### src/rtl/gpio_pkg.sv
// Shared GPIO defaults: counter and prescaler widths used across the GPIO blocks.
package gpio_pkg;
  localparam int GPIO_CNT_W   = 16;
  localparam int GPIO_PRESC_W = 16;
endpackage

### src/rtl/gpio_debounce_ch.sv
// Single-channel debounce: tick-driven mismatch counter, filtered level flop and
// combinational edge strobes that line up with the filtered-level update.
module gpio_debounce_ch
  import gpio_pkg::*;
#(
  parameter int CNT_W = GPIO_CNT_W
) (
  input  logic             clk,
  input  logic             rst,
  input  logic             tick_i,
  input  logic             di_i,
  input  logic [CNT_W-1:0] db_limit_i,
  output logic             filt_o,
  output logic             rise_o,
  output logic             fall_o
);

  logic [CNT_W-1:0] cnt_q, cnt_d;
  logic             filt_q, filt_d;
  logic [CNT_W:0]   cnt_inc;

  // One extra bit so the increment can never wrap before the compare.
  assign cnt_inc = {1'b0, cnt_q} + {{CNT_W{1'b0}}, 1'b1};

  always_comb begin
    cnt_d  = cnt_q;
    filt_d = filt_q;
    if (db_limit_i == '0) begin
      cnt_d  = '0;
      filt_d = di_i;
    end else if (di_i == filt_q) begin
      cnt_d = '0;
    end else if (tick_i) begin
      if (cnt_inc >= {1'b0, db_limit_i}) begin
        filt_d = di_i;
        cnt_d  = '0;
      end else begin
        cnt_d = cnt_inc[CNT_W-1:0];
      end
    end
  end

  always_ff @(posedge clk) begin
    if (rst) begin
      cnt_q  <= '0;
      filt_q <= 1'b0;
    end else begin
      cnt_q  <= cnt_d;
      filt_q <= filt_d;
    end
  end

  assign filt_o = filt_q;
  assign rise_o = filt_d & ~filt_q;
  assign fall_o = ~filt_d & filt_q;

endmodule

### src/rtl/gpio_debounce_irq.sv
// Per-channel debounce with edge capture, sticky W1C pending bits and a
// registered level interrupt toward the register/CPU block.
module gpio_debounce_irq
  import gpio_pkg::*;
#(
  parameter int WIDTH   = 32,
  parameter int CNT_W   = GPIO_CNT_W,
  parameter int PRESC_W = GPIO_PRESC_W
) (
  input  logic               clk,
  input  logic               rst,
  input  logic [WIDTH-1:0]   di_sync,
  input  logic [PRESC_W-1:0] presc,
  input  logic [CNT_W-1:0]   db_limit,
  input  logic [WIDTH-1:0]   rise_en,
  input  logic [WIDTH-1:0]   fall_en,
  input  logic [WIDTH-1:0]   irq_en,
  input  logic               clr_valid,
  input  logic [WIDTH-1:0]   clr_mask,
  output logic [WIDTH-1:0]   di_filt,
  output logic [WIDTH-1:0]   irq_pend,
  output logic               irq
);

  logic [PRESC_W-1:0] pc_q, pc_d;
  logic               tick;
  logic [WIDTH-1:0]   rise, fall, clr;
  logic [WIDTH-1:0]   pend_q, pend_d;
  logic               irq_q, irq_d;

  // >= rather than == so a shrinking presc takes effect without a full wrap.
  assign tick = (pc_q >= presc);
  assign pc_d = tick ? '0 : pc_q + {{(PRESC_W-1){1'b0}}, 1'b1};

  for (genvar i = 0; i < WIDTH; i++) begin : g_ch
    gpio_debounce_ch #(.CNT_W(CNT_W)) u_ch (
      .clk        (clk),
      .rst        (rst),
      .tick_i     (tick),
      .di_i       (di_sync[i]),
      .db_limit_i (db_limit),
      .filt_o     (di_filt[i]),
      .rise_o     (rise[i]),
      .fall_o     (fall[i])
    );
  end

  // Set terms are OR-ed after the clear so a same-cycle edge wins.
  assign clr    = clr_valid ? clr_mask : '0;
  assign pend_d = (pend_q & ~clr) | (rise & rise_en) | (fall & fall_en);
  assign irq_d  = |(pend_q & irq_en);

  always_ff @(posedge clk) begin
    if (rst) begin
      pc_q   <= '0;
      pend_q <= '0;
      irq_q  <= 1'b0;
    end else begin
      pc_q   <= pc_d;
      pend_q <= pend_d;
      irq_q  <= irq_d;
    end
  end

  assign irq_pend = pend_q;
  assign irq      = irq_q;

endmodule

### config.mk
export PLATFORM = sky130hd
export DESIGN_NAME = gpio_debounce_irq
export DESIGN_NICKNAME = d
export VERILOG_FILES = /design/src/rtl/gpio_pkg.sv /design/src/rtl/gpio_debounce_ch.sv /design/src/rtl/gpio_debounce_irq.sv
export SDC_FILE = /design/constraint.sdc
export NUM_CORES = 2
export LEC_CHECK = 0
export ABC_AREA = 1
export ABC_CLOCK_PERIOD_IN_PS = 4000
export BUFFER_PORTS_ARGS = -buffer_cell sky130_fd_sc_hd__buf_2
export CORE_MARGIN = 2
export CORE_UTILIZATION = 45
export DETAILED_ROUTE_END_ITERATION = 16
export PLACE_DENSITY_LB_ADDON = 0.1
export SYNTH_ARGS = -nofsm -noshare
export SYNTH_HDL_FRONTEND = slang
export SYNTH_SLANG_ARGS = --single-unit
export TNS_END_PERCENT = 1
### constraint.sdc
create_clock -name clk -period 4 [get_ports clk]
set_clock_uncertainty 0.2 [all_clocks]
set_input_delay 0.2 -clock clk [delete_from_list [all_inputs] [get_ports clk]]
set_output_delay 0.2 -clock clk [all_outputs]
set_load 0.01 [all_outputs]
After elaboration in Yosys (flattened, before gate mapping)
Cells that the tools add are included.
{"block": "word_totals", "register_bits": 593, "inputBits": 195}
{"block": "op_classes", "n_addsub": 33, "n_lt_le_gt_ge": 33, "eq_ne": 32, "n_mux": 161, "bitwise_logic": 135, "n_reduce_logical": 35}
{"op": "16-bit by 1-bit adder with 17-bit output (second input constant)", "count": 32}
{"op": "17-bit by 16-bit >= comparator with 1-bit output", "count": 32}
{"op": "16-bit 2-to-1 mux", "count": 32}
{"op": "32-bit AND", "count": 4}
{"op": "1-bit 2-to-1 mux", "count": 128}
{"op": "3-bit OR reduction", "count": 32}
{"op": "1-bit AND", "count": 64}
{"op": "1-bit inverter", "count": 64}
{"op": "32-bit bitwise OR", "count": 2}
{"op": "1-bit equality test", "count": 32}
{"op": "32-bit 2-to-1 mux", "count": 1}
{"op": "32-bit inverter", "count": 1}
{"op": "32-bit OR reduction", "count": 1}
{"op": "16-bit by 1-bit adder with 16-bit output (second input constant)", "count": 1}
{"op": "16-bit >= comparator", "count": 1}
{"op": "16-bit zero test", "count": 1}
{"op": "2-bit OR reduction", "count": 1}

Logic depth before layout (Yosys ltp)
{"block": "depth", "depth_word": 10, "mapped_depth": 24, "depth_no_buf": 24}

Hierarchy
Synthesis repeated with hierarchy kept, for this count alone.
{"block": "hier_totals", "hier_cells": 7806, "hier_area_um2": 50815.0}
{"module": "gpio_debounce_ch (g_ch[0].u_ch ...)", "instances": 31, "cells_per_inst": 231, "area_each_um2": 1501.4, "seq_area_each_um2": 340.3}
{"module": "gpio_debounce_irq", "instances": 1, "cells_per_inst": 419, "area_each_um2": 2782.7, "seq_area_each_um2": 980.9}
{"module": "gpio_debounce_ch (g_ch[26].u_ch)", "instances": 1, "cells_per_inst": 226, "area_each_um2": 1487.7, "seq_area_each_um2": 340.3}

Worst setup path before layout
OpenSTA, ideal clock, no wires.
{"block": "synth_path", "path_type": "reg2reg", "from": "reg g_ch[19].u_ch.cnt_q[0]", "to": "reg g_ch[19].u_ch.cnt_q[10]", "t_arrival_ns": 2.815, "setup_slack_ns": 0.915, "stages_incl_launch_ff": 21, "n_path_buf": 1, "path_cell_list": "dfxtp_1 -> ha_1 -> nand3_1 -> nor2_1 -> nand3_1 -> nor2_2 -> nand2_1 -> nor2_1 -> xnor2_1 -> clkinv_1 -> ha_1 -> nand2_1 -> nor2_1 -> nand4_1 -> nand2_1 -> o21ai_0 -> nand3_1 -> inv_1 -> clkbuf_1 -> nand2_1 -> a21oi_1"}
{"block": "synth_between", "elab_chain_len": 3}
{"item": "start: declaration", "line_no": "gpio_debounce_ch.sv:18", "text": "logic [CNT_W-1:0] cnt_q, cnt_d;"}
{"item": "start signal: assignment", "line_no": "gpio_debounce_ch.sv:48", "text": "cnt_q <= cnt_d;"}
{"item": "16-bit by 1-bit adder with 17-bit output (*)", "line_no": "gpio_debounce_ch.sv:23", "text": "assign cnt_inc = {1'b0, cnt_q} + {{CNT_W{1'b0}}, 1'b1};"}
{"item": "17-bit by 16-bit >= comparator with 1-bit output", "line_no": "gpio_debounce_ch.sv:34", "text": "if (cnt_inc >= {1'b0, db_limit_i}) begin"}
{"item": "16-bit 2-to-1 mux (*)", "line_no": "gpio_debounce_ch.sv:34"}
Every way passes the cells marked *; elsewhere a longest branch is shown, timed or not.
A chain may end at the register's enable or synchronous reset.

Final worst setup path
{"block": "layout_path", "from": "reg g_ch[5].u_ch.cnt_q[2]", "to": "reg pend_q[5] (netlist: irq_pend[5])"}
{"block": "layout_between", "elab_chain_len": 10, "elab_cells_between_ends": 13, "cone_classes": "add/sub (1); order compare (1); mux (4); bitwise (7)"}
{"item": "start: declaration", "line_no": "gpio_debounce_ch.sv:18"}
{"item": "start signal: assignment", "line_no": "gpio_debounce_ch.sv:48"}
{"item": "16-bit by 1-bit adder with 17-bit output (*)", "line_no": "gpio_debounce_ch.sv:23"}
{"item": "17-bit by 16-bit >= comparator with 1-bit output (*)", "line_no": "gpio_debounce_ch.sv:34"}
{"item": "1-bit 2-to-1 mux (*)", "line_no": "gpio_debounce_ch.sv:34"}
{"item": "1-bit 2-to-1 mux (*)", "line_no": "gpio_debounce_ch.sv:33", "text": "end else if (tick_i) begin"}
{"item": "1-bit 2-to-1 mux (*)", "line_no": "gpio_debounce_ch.sv:31", "text": "end else if (di_i == filt_q) begin"}
{"item": "1-bit 2-to-1 mux (*)", "line_no": "gpio_debounce_ch.sv:28", "text": "if (db_limit_i == '0) begin"}
{"item": "1-bit AND or 1-bit inverter (tied branches)", "line_no": "gpio_debounce_ch.sv:54, gpio_debounce_ch.sv:55"}
{"item": "32-bit AND or 1-bit AND (tied branches)", "line_no": "gpio_debounce_irq.sv:50, gpio_debounce_ch.sv:55"}
{"item": "32-bit bitwise OR or 32-bit AND (tied branches)", "line_no": "gpio_debounce_irq.sv:50", "text": "assign pend_d = (pend_q & ~clr) | (rise & rise_en) | (fall & fall_en);"}
{"item": "32-bit bitwise OR (*)", "line_no": "gpio_debounce_irq.sv:50"}
{"item": "end signal: assignment", "line_no": "gpio_debounce_irq.sv:60", "text": "pend_q <= pend_d;"}
{"item": "end: declaration", "line_no": "gpio_debounce_irq.sv:28", "text": "logic [WIDTH-1:0] pend_q, pend_d;"}
Marks and branches as above.

==> flow_summary.yaml <==
outcome:
  status: "finished clean"
power_and_ir_drop:
  cellPowerDensity_nw_per_um2: 266
  p_comb_frac: 0.076
  p_sw_frac: 0.252
  pwr-share-seq: 0.415
  p_leak_uw: 0.0252
  power_frac_clock: 0.509
  power_switching_uw: 3590
  intPower_uw: 10700
  ir_drop_mv: 0.321
placement:
  dpl.hpwl_um: 106000
  numPortBuffers: 259
  placed_cell_area_um2: 49300
  gp_congestion: 0.908
timing:
  hold_viol_final: 0
  min_period_ns: 3.84
  setup_violations: 0
  rsz0062_at_grt: "yes"
  fmax_mhz: 261
  drv_slew: 0
  fin_setup_tns_ns: 0
  tightest_slew_ns: 1.23
  slew_headroom: 0.179
  timing.final.crit_share: 0.959
logic_synthesis:
  synth_edf_count: 0
  yosysSeqAreaShare: 0.255
  yosys-top-cells-count: "nand2_1, inv_1, nor2_1"
  ys_types: 58
  muxShareOfSynthArea: 0.00237
  synth_seq_cells: 593
  synth-compound-area-share: 0.148
  synth_flop_cell: "dfxtp_1"
  synth-xor-area-share: 0.0790
  yosys.area_share.simple: 0.279
  synth_fp_nets: 7570
  synth_top_cell_by_area: "dfxtp_1"
  yosys-top-cells-area: "dfxtp_1, ha_1, nand2_1"
  syn_avg_cell_area_um2: 6.83
  synth_top_area_frac: 0.255
  synth_top_family_by_area: "simple AND/OR/NAND/NOR gates"
  syn_inst: 6814
  synth_warnings: 0
  post-synth-top-count-cell: "nand2_1"
  ys_async_sr_fraction: 0
  synth_area_um2: 46500
  yosys.area_share.adder: 0.151
setup_path:
  path_class: "reg2reg"
  start_kind: "flip-flop"
  cp_common_cell: "nand2_1"
  reg2reg_depth: 19
  worstPathArrival_ns: 4.17
  critPathMaxFanout: 4
  r2r_start: "g_ch[5].u_ch.cnt_q[2]"
  cp_num_buf_inv: 2
  crit_slowest_cell: "dlygate4sd3_1"
  required_ns: 4.33
  cpPeakStageDelay_ns: 0.60
  worstPathCellList: "nand3_1 -> nor3_2 -> nand2_1 -> nor2_1 -> nand3_1 -> xnor2_2 -> ha_1 -> nand2_1 -> nor2_1 -> nand4_1 -> o211ai_1 -> nor2_1 -> nand3_1 -> nand2_1 -> nand2_1 -> nand2_1 -> buf_4 -> a21oi_1 -> dlygate4sd3_1"
  crit_family: "simple AND/OR/NAND/NOR gates"
  end_kind: "flip-flop"
  r2r-end: "irq_pend[5]"
  ff2ff_setup_slack_ns: 0.16
worst_hold_path:
  hp-class: "in2reg"
  holdPathStages: 4
  hold_end: "irq_pend[14]"
  hold_start: "clr_valid"
floorplan:
  num_io_pins: 260
  die_h_um: 326
  fp-row-count: 117
  die_w_um: 326
  dieArea_um2: 106000
  start_util: 0.455
  core-area_um2: 102000
global_route:
  antenna_found_initial: 16
  track_usage: 0.272
  grt_max_degree: 95
  first_global_vias: 42000
  grt_overflow: 0
  grt_pass1_wl_um: 231000
finish:
  area_delta_synth_final_pct: 15.0
  nNetsFinal: 7913
  drive_gt1_frac: 0.103
  post-route-util: 0.524
  finish.instance_area_um2: 53500
routing:
  met2WireLength_um: 64600
  drt-total-wl_um: 149000
  viasPerCell: 5.31
  top_layer: "met5"
  drt_pass1_iterations: 5
  vias: 45600
  wl_met3_um: 8360
  avgRoutedWirePerCell_um: 17.3
  drc_errors: 0
  drtAntennaViolNets: 0
  wl_met1_um: 72300
  drt_iter0_markers: 3503
clock_network:
  cts_buffer_depth: 3
  cts_made_buffers: 77
  cts_tree: "yes"
  clk_latency_ns: 0.65
  cts.sinks: 593
  clk_pin_slew_ns: 0.06
  root_buffer: "clkbuf_16"
  htreeDepth: 3
flow_run:
  max_cap_viol_count: 0
cells in the final DEF, fill, tap and decap left out, drive strengths merged, types with 25 or more instances in the layout:
| master | count |
|---|---|
| nand2 | 1490 |
| inv | 737 |
| nor2 | 716 |
| a21oi | 634 |
| dfxtp | 593 |
| o21ai | 583 |
| ha | 561 |
| buf | 365 |
| xor2 | 339 |
| nand3 | 310 |
| nand4 | 203 |
| nor3 | 132 |
| dlygate4sd3 | 116 |
| clkbuf | 103 |
| xnor2 | 79 |
| clkinv | 36 |
| o21a | 33 |
| or2 | 29 |
| nor4 | 25 |
cells by family after synthesis:
| kind of cell | Yosys count |
|---|---|
| buf+inv | 969 |
| simple gates | 2952 |
| flops | 593 |
| compound gates | 1310 |
| xor+xnor | 418 |
| mux | 11 |
| fa+ha+maj | 561 |
metal layers:
layer,vias up,GRT usage
li1,23300,-
met1,20800,0.392
met2,1202,0.435
met3,211,0.0309
met4,4,0.0632
met5,-,0
registers in the layout, summed over array words and instances (netlist names):
name              cells
pc_q                 16
g_ch.u_ch.filt_o     32
irq                   1
irq_pend             32
g_ch.u_ch.cnt_q     512
worst min-delay path, stage by stage:
cell,delay [ns]
buf_2,0.30
nand2_1,0.16
nand2_1,0.05
a21oi_1,0.12
power by group through the flow:
stage | sequential [uW] | clock, uW | combinational, uW
2_1_floorplan | 6040 | 0 | 507
3_3_place_gp | 6040 | 0 | 990
3_5_place_dp | 6040 | 0 | 1000
4_1_cts | 5910 | 7410 | 1080
5_1_grt | 5910 | 7610 | 1180
6_report | 5910 | 7260 | 1080
final cells by class:
cell class / count / area, um^2
Sequential cell: 593 / 11900
Inverter: 752 / 2840
Clock buffer: 103 / 2230
Timing Repair Buffer: 481 / 3460
Fill cell: 10400 / 48700
Multi-Input combinational cell: 5252 / 31000
Clock inverter: 30 / 360
Antenna cell: 1 / 2.50
Tap cell: 1368 / 1710
worst max path at each step:
stage	start	endpoint	slack, ns	cells after the start
detailed placement	g_ch[13].u_ch.cnt_q[0]	irq_pend[13]	0.38	19
floorplan	g_ch[19].u_ch.cnt_q[0]	g_ch[19].u_ch.cnt_q[10]	0.92	20
global placement	g_ch[4].u_ch.cnt_q[0]	g_ch[4].u_ch.cnt_q[15]	0.41	20
global route	g_ch[5].u_ch.cnt_q[2]	irq_pend[5]	-0.11	19
CTS	g_ch[0].u_ch.cnt_q[0]	irq_pend[0]	0.04	20
finish	g_ch[5].u_ch.cnt_q[2]	irq_pend[5]	0.16	19
through the flow:
step           worst slack (ns)  total power, uW  cells  hold slack (ns)
6_report                  0.165            14300   8580           0.0395
5_1_grt                  -0.108            14700   8579           0.0774
4_1_cts                  0.0407            14400   8567           0.0104
2_1_floorplan             0.915             6550   6814            0.132
3_3_place_gp              0.411             7030   8318            0.246
3_5_place_dp              0.377             7040   8318            0.269
what timing repair did:
item                                    4_1_cts  5_1_grt
hold buffers                                116        0
endpoints found under the hold margin       242        0
endpoints found under the setup margin        0       42
resized for setup                             0       98
setup buffers                                 0       12
(Power assumes the default switching activity.)
